===== config.mk =====
export PLATFORM = sky130hd
export DESIGN_NAME = fetch_queue
export DESIGN_NICKNAME = d
export VERILOG_FILES = /design/src/rtl/cpu_types_pkg.sv /design/src/rtl/fetch_fifo.sv /design/src/rtl/fetch_queue.sv
export SDC_FILE = /design/constraint.sdc
export NUM_CORES = 1
export LEC_CHECK = 0
export BUFFER_PORTS_ARGS = -buffer_cell sky130_fd_sc_hd__buf_2
export CAP_MARGIN = 10
export CORE_MARGIN = 5
export CORE_UTILIZATION = 55
export DETAILED_ROUTE_END_ITERATION = 16
export PLACE_DENSITY = 0.78
export SETUP_SLACK_MARGIN = 0.4
export SLEW_MARGIN = 10
export SYNTH_ARGS = -nofsm -noshare
export SYNTH_HDL_FRONTEND = slang
export SYNTH_SLANG_ARGS = --single-unit

===== constraint.sdc =====
create_clock -name CLK -period 3.4 [get_ports CLK]
set_clock_uncertainty 0.1 [all_clocks]
set_input_delay 0 -clock CLK [delete_from_list [all_inputs] [get_ports CLK]]
set_output_delay 0 -clock CLK [all_outputs]
set_load 0.01 [all_outputs]

===== src/rtl/cpu_types_pkg.sv =====
// Shared types for the fetch front end.
//   word_t        : one instruction / address word
//   fetch_entry_t : a fetched instruction tagged with the PC it came from
//   PC_STEP       : byte distance between sequential instructions
package cpu_types_pkg;

  typedef logic [31:0] word_t;

  typedef struct packed {
    word_t pc;
    word_t inst;
  } fetch_entry_t;

  localparam int unsigned PC_STEP = 4;

endpackage


===== src/rtl/fetch_fifo.sv =====
// Circular buffer of fetch entries with explicit-wrap pointers, so DEPTH need
// not be a power of two.
// Ports:
//   CLK, RST      clock, synchronous active-high reset
//   enq, enq_data write enq_data at the tail
//   deq           drop the head entry (caller guarantees count != 0)
//   flush         empty the buffer; overrides enq and deq
//   count         occupied entries
//   head          entry at the read pointer, all-zero when empty
module fetch_fifo
  import cpu_types_pkg::*;
#(
  parameter int unsigned DEPTH = 4,
  parameter type entry_t = fetch_entry_t
) (
  input  logic                       CLK,
  input  logic                       RST,
  input  logic                       enq,
  input  entry_t                     enq_data,
  input  logic                       deq,
  input  logic                       flush,
  output logic [$clog2(DEPTH+1)-1:0] count,
  output entry_t                     head
);

  localparam int unsigned PtrW = $clog2(DEPTH);
  localparam int unsigned CntW = $clog2(DEPTH+1);
  localparam logic [PtrW-1:0] LastIdx = PtrW'(DEPTH - 1);

  entry_t mem_q [DEPTH];

  logic [PtrW-1:0] rptr_q, rptr_d;
  logic [PtrW-1:0] wptr_q, wptr_d;
  logic [CntW-1:0] count_q, count_d;
  logic            do_enq, do_deq;

  function automatic logic [PtrW-1:0] ptr_inc(input logic [PtrW-1:0] p);
    return (p == LastIdx) ? '0 : p + 1'b1;
  endfunction

  assign do_enq = enq && !flush;
  assign do_deq = deq && !flush;

  always_comb begin
    rptr_d  = rptr_q;
    wptr_d  = wptr_q;
    count_d = count_q;
    if (flush) begin
      rptr_d  = '0;
      wptr_d  = '0;
      count_d = '0;
    end else begin
      if (do_enq) wptr_d = ptr_inc(wptr_q);
      if (do_deq) rptr_d = ptr_inc(rptr_q);
      unique case ({do_enq, do_deq})
        2'b10:   count_d = count_q + 1'b1;
        2'b01:   count_d = count_q - 1'b1;
        default: count_d = count_q;
      endcase
    end
  end

  always_ff @(posedge CLK) begin
    if (RST) begin
      rptr_q  <= '0;
      wptr_q  <= '0;
      count_q <= '0;
    end else begin
      rptr_q  <= rptr_d;
      wptr_q  <= wptr_d;
      count_q <= count_d;
    end
  end

  // Storage needs no reset: it is only visible through head, which is gated by count.
  always_ff @(posedge CLK) begin
    if (!RST && do_enq) mem_q[wptr_q] <= enq_data;
  end

  assign count = count_q;
  assign head  = (count_q != '0) ? mem_q[rptr_q] : '0;

endmodule


===== src/rtl/fetch_queue.sv =====
// Instruction-fetch front end: owns the fetch PC, issues imem requests and
// buffers fetched instructions (tagged with their PC) so decode can stall
// independently of ihit. Supports redirect (flush + restart) and sticky halt.
// Ports:
//   CLK, RST                 clock, synchronous active-high reset
//   ihit, imemload           cache response for imemaddr
//   imemREN, imemaddr        fetch request toward the cache
//   redirect, redirect_pc    flush and restart fetch at redirect_pc (word aligned)
//   halt                     stop fetching; halted stays set until RST
//   deq_ready                consumer takes the head entry
//   inst_valid, inst, inst_pc head entry
//   count                    occupied entries
//   halted                   sticky halt flag
module fetch_queue
  import cpu_types_pkg::*;
#(
  parameter logic [31:0] PC_INIT = 32'h0000_0000,
  parameter int unsigned DEPTH   = 4,
  parameter int unsigned WORD_W  = 32
) (
  input  logic                       CLK,
  input  logic                       RST,
  input  logic                       ihit,
  input  logic [WORD_W-1:0]          imemload,
  output logic                       imemREN,
  output logic [WORD_W-1:0]          imemaddr,
  input  logic                       redirect,
  input  logic [WORD_W-1:0]          redirect_pc,
  input  logic                       halt,
  input  logic                       deq_ready,
  output logic                       inst_valid,
  output logic [WORD_W-1:0]          inst,
  output logic [WORD_W-1:0]          inst_pc,
  output logic [$clog2(DEPTH+1)-1:0] count,
  output logic                       halted
);

  localparam int unsigned CntW = $clog2(DEPTH+1);

  typedef struct packed {
    logic [WORD_W-1:0] pc;
    logic [WORD_W-1:0] inst;
  } q_entry_t;

  logic [WORD_W-1:0] pc_q, pc_d;
  logic              halted_q, halted_d;
  logic              enq, deq, flush;
  q_entry_t          wr_entry, head;

  // Uses start-of-cycle count: a same-cycle dequeue does not open a slot.
  assign imemREN  = !RST && !halted_q && !redirect && (count < CntW'(DEPTH));
  assign enq      = imemREN && ihit;
  assign deq      = inst_valid && deq_ready;
  // halt arriving with redirect wins, so the flush is suppressed.
  assign flush    = redirect && !halted_q && !halt;
  assign wr_entry = '{pc: pc_q, inst: imemload};

  fetch_fifo #(
    .DEPTH   (DEPTH),
    .entry_t (q_entry_t)
  ) u_fifo (
    .CLK      (CLK),
    .RST      (RST),
    .enq      (enq),
    .enq_data (wr_entry),
    .deq      (deq),
    .flush    (flush),
    .count    (count),
    .head     (head)
  );

  always_comb begin
    pc_d     = pc_q;
    halted_d = halted_q || halt;
    if (flush) begin
      pc_d = redirect_pc & ~WORD_W'(3);
    end else if (enq) begin
      pc_d = pc_q + WORD_W'(PC_STEP);
    end
  end

  always_ff @(posedge CLK) begin
    if (RST) begin
      pc_q     <= WORD_W'(PC_INIT);
      halted_q <= 1'b0;
    end else begin
      pc_q     <= pc_d;
      halted_q <= halted_d;
    end
  end

  assign imemaddr   = pc_q;
  assign halted     = halted_q;
  assign inst_valid = !RST && (count != '0);
  assign inst       = inst_valid ? head.inst : '0;
  assign inst_pc    = inst_valid ? head.pc : '0;

endmodule

==> metrics.cfg <==
[die]
initial_core_util_pct=55.4
die_x_um=155
row_count=53
io_pins=172
dieArea_sq_mm=0.0240
core_sq_mm=0.0208
fp.dieH_um=155

[synth]
syn_area_per_cell_sq_um=17.2
ys_seq_area_share_pct=71.5
yosysTopAreaCell=edfxtp_1
ys_types=47
synth_area_sq_mm=0.0115
synth_ff_type=edfxtp_1
yosys-top-cells-count=248 x edfxtp_1, 67 x and2_1, 62 x mux4_2
ys_warn_count=0
async_flop_share_pct=0
yosysTopAreaCellShare_pct=64.6
synth-seq-cells=288
synth_edf_count=248
yosysMostFrequentCell=edfxtp_1
syn_inst=670
synthTopCellsByArea=edfxtp_1 65%, mux4_2 12%, dfxtp_1 6.9%, and2_1 3.6%, nand2_1 1.0%

[worst_setup_path]
crit_path_frequent_cell=or3_1
r2r_slack_ns=0.47
critPathLaunchType=register
reg2reg_to=imemaddr[31]
cpPeakStageDelay_ns=0.58
reg2regPathDepth=6
required_ns=3.77
cp_top_family=simple AND/OR/NAND/NOR gates
crit_type=reg2reg
crit_chain=or4_4 -> or4_1 -> or3_1 -> or3_1 -> nand3_1 -> dlygate4sd3_1
r2r_start=u_fifo.count[2]
endpoint_kind=register
crit_slowest_cell=or4_4
worst-path-buf-inv=1
path_max_fanout=5
cp.arrival_ns=3.30

[finish]
nNetsFinal=1021
fillers=1286
final_layout_size_suffix_gt1_share_pct=31.5
num_antenna_cells=0
syn_to_final_growth_pct=28.1

[grt]
antenna_found_initial=0
grt_max_degree=63
gr-total-overflow=0
grt_usage_pct=21.8
first_global_vias=7341
grt_pass1_wl_mm=41.0

[cts]
root_buffer=clkbuf_16
cts_tree=yes
clock_latency_ns=0.53
clk_pin_slew_ns=0.07
cts_max_level=1
clock_path_buffers=3
cts_sinks=288
cts_buffers=28

[route]
via_count=7069
drt_pre_antenna_iters=5
post_drt_wl_per_cell_um=21.0
routed_wl_mm=26.1
dr.first_iter.drc_count=519
viasPerCell=5.70
ant_nets=0
drc=0

[timing]
holdWs_ns=0.127
setup_viol=0
tns_ns=0
hold_viol=0
clock.fmax_mhz=341
fin_crit_sh_pct=86.1
worst_pin_slew_ns=0.910
max-slew-margin-rel_pct=39.3
slew_viol_final=0
grt_setup_unrepaired=yes
min_period_ns=2.93

[worst_hold_path]
hp-class=in2reg
worst_hold_path.endpoint=u_fifo.mem_q[0][5]
hold_depth=2
hold_start=imemload[5]

[flow_run]
cap_violations=0

[place]
hpwl_mm=15.5
portBuffers=165
routabilityCongestion=0.833

[power_and_ir_drop]
cellPowerDensity_mw_per_mm2=537
p_leak_nw=5.38
ir_worst_vdd_uv=350

[status]
status=finished, final reports clean

-- final cells by class --
type / count / area, sq um / share of cell area, %
clock inverters: 8 / 164 / 1.11
repair buffers: 280 / 1990 / 13.5
well taps: 275 / 344 / 2.33
multi-input cells: 340 / 3150 / 21.3
inverters: 6 / 26.3 / 0.178
flip-flops and latches: 288 / 8260 / 55.9
clock buffers: 44 / 853 / 5.77
-- state kept, by name (all words and copies together) (netlist names), named ones only --
name / cells
u_fifo.mem_q: 248
u_fifo.wptr_q: 2
halted: 1
u_fifo.rptr_q: 2
u_fifo.count: 3
imemaddr: 30
-- cell families after synthesis --
| kind of cell | count (synthesis) | synth area share, % |
|---|---|---|
| other cells | 1 | 0.0325 |
| fa+ha+maj | 7 | 0.824 |
| compound gates | 56 | 3.32 |
| flops | 288 | 71.5 |
| xor+xnor | 17 | 1.29 |
| simple gates | 189 | 8.87 |
| mux | 67 | 12.6 |
| buf+inv | 45 | 1.61 |
-- worst max-delay path by stage --
stage / startpoint / cells after the start / end
after floorplan: u_fifo.count[2] / 3 / u_fifo.mem_q[0][0]
after global placement: u_fifo.count[2] / 9 / u_fifo.count[2]
after detailed placement: u_fifo.count[2] / 9 / u_fifo.count[2]
after CTS: u_fifo.count[2] / 8 / imemaddr[8]
after global routing: u_fifo.count[2] / 8 / imemaddr[8]
final: u_fifo.count[2] / 6 / imemaddr[31]
-- metrics by stage --
| stage | total power [mW] | cells | util [%] | instance area, sq um | setup WS (ns) |
|---|---|---|---|---|---|
| after floorplan | 4.34 | 673 | - | 11600 | 0.953 |
| after global placement | 4.56 | 1092 | 61.4 | 12800 | 0.992 |
| after detailed placement | 4.58 | 1092 | 61.4 | 12800 | 0.931 |
| after CTS | 7.97 | 1239 | 70.9 | 14800 | 0.470 |
| after global routing | 8.21 | 1241 | 71.0 | 14800 | 0.368 |
| final | 7.93 | 1241 | 71.0 | 14800 | 0.471 |
-- power by group --
part           internal [mW]  total (mW)  switching, mW
registers               3.90        3.98         0.0851
clock network           2.10        3.33           1.24
logic                  0.316       0.613          0.298
total                   6.31        7.93           1.62
-- layer usage --
layer	GRT usage (%)	wire, um	up-vias
met1	29.6	10500	3505
met4	4.21	427	0
met3	4.95	2230	44
met5	0	0	-
li1	-	-	3182
met2	37.0	12900	338
-- repair_timing --
item | in CTS | in global routing
setup buffers | 0 | 2
gates resized for setup | 0 | 2
hold endpoints to repair | 168 | 0
hold buffers | 95 | 0
setup endpoints to repair | 0 | 2
-- placed cells by master, fill, tap and decap left out, types with 4 or more instances in the layout --
| cell type | count |
|---|---|
| edfxtp_1 | 248 |
| buf_2 | 165 |
| dlygate4sd3_1 | 95 |
| and2_1 | 67 |
| mux4_2 | 62 |
| dfxtp_1 | 37 |
| nand2_1 | 32 |
| clkbuf_16 | 30 |
| nor2_1 | 29 |
| buf_4 | 15 |
| nand4_1 | 14 |
| nand3_1 | 14 |
| xor2_1 | 13 |
| o22ai_1 | 10 |
| clkbuf_1 | 9 |
| o21ai_0 | 8 |
| a2bb2oi_1 | 8 |
| nor3_1 | 7 |
| a21oi_1 | 7 |
| a31oi_1 | 6 |
| a211oi_1 | 6 |
| ha_1 | 6 |
| inv_1 | 5 |
| and4_1 | 5 |
| and3_1 | 5 |
| bufinv_16 | 5 |
| clkbuf_8 | 5 |
| buf_12 | 5 |
| and3_4 | 4 |
| or3_1 | 4 |
| xnor2_1 | 4 |
| conb_1 | 4 |
No activity file was read; power rests on OpenSTA's default activity.
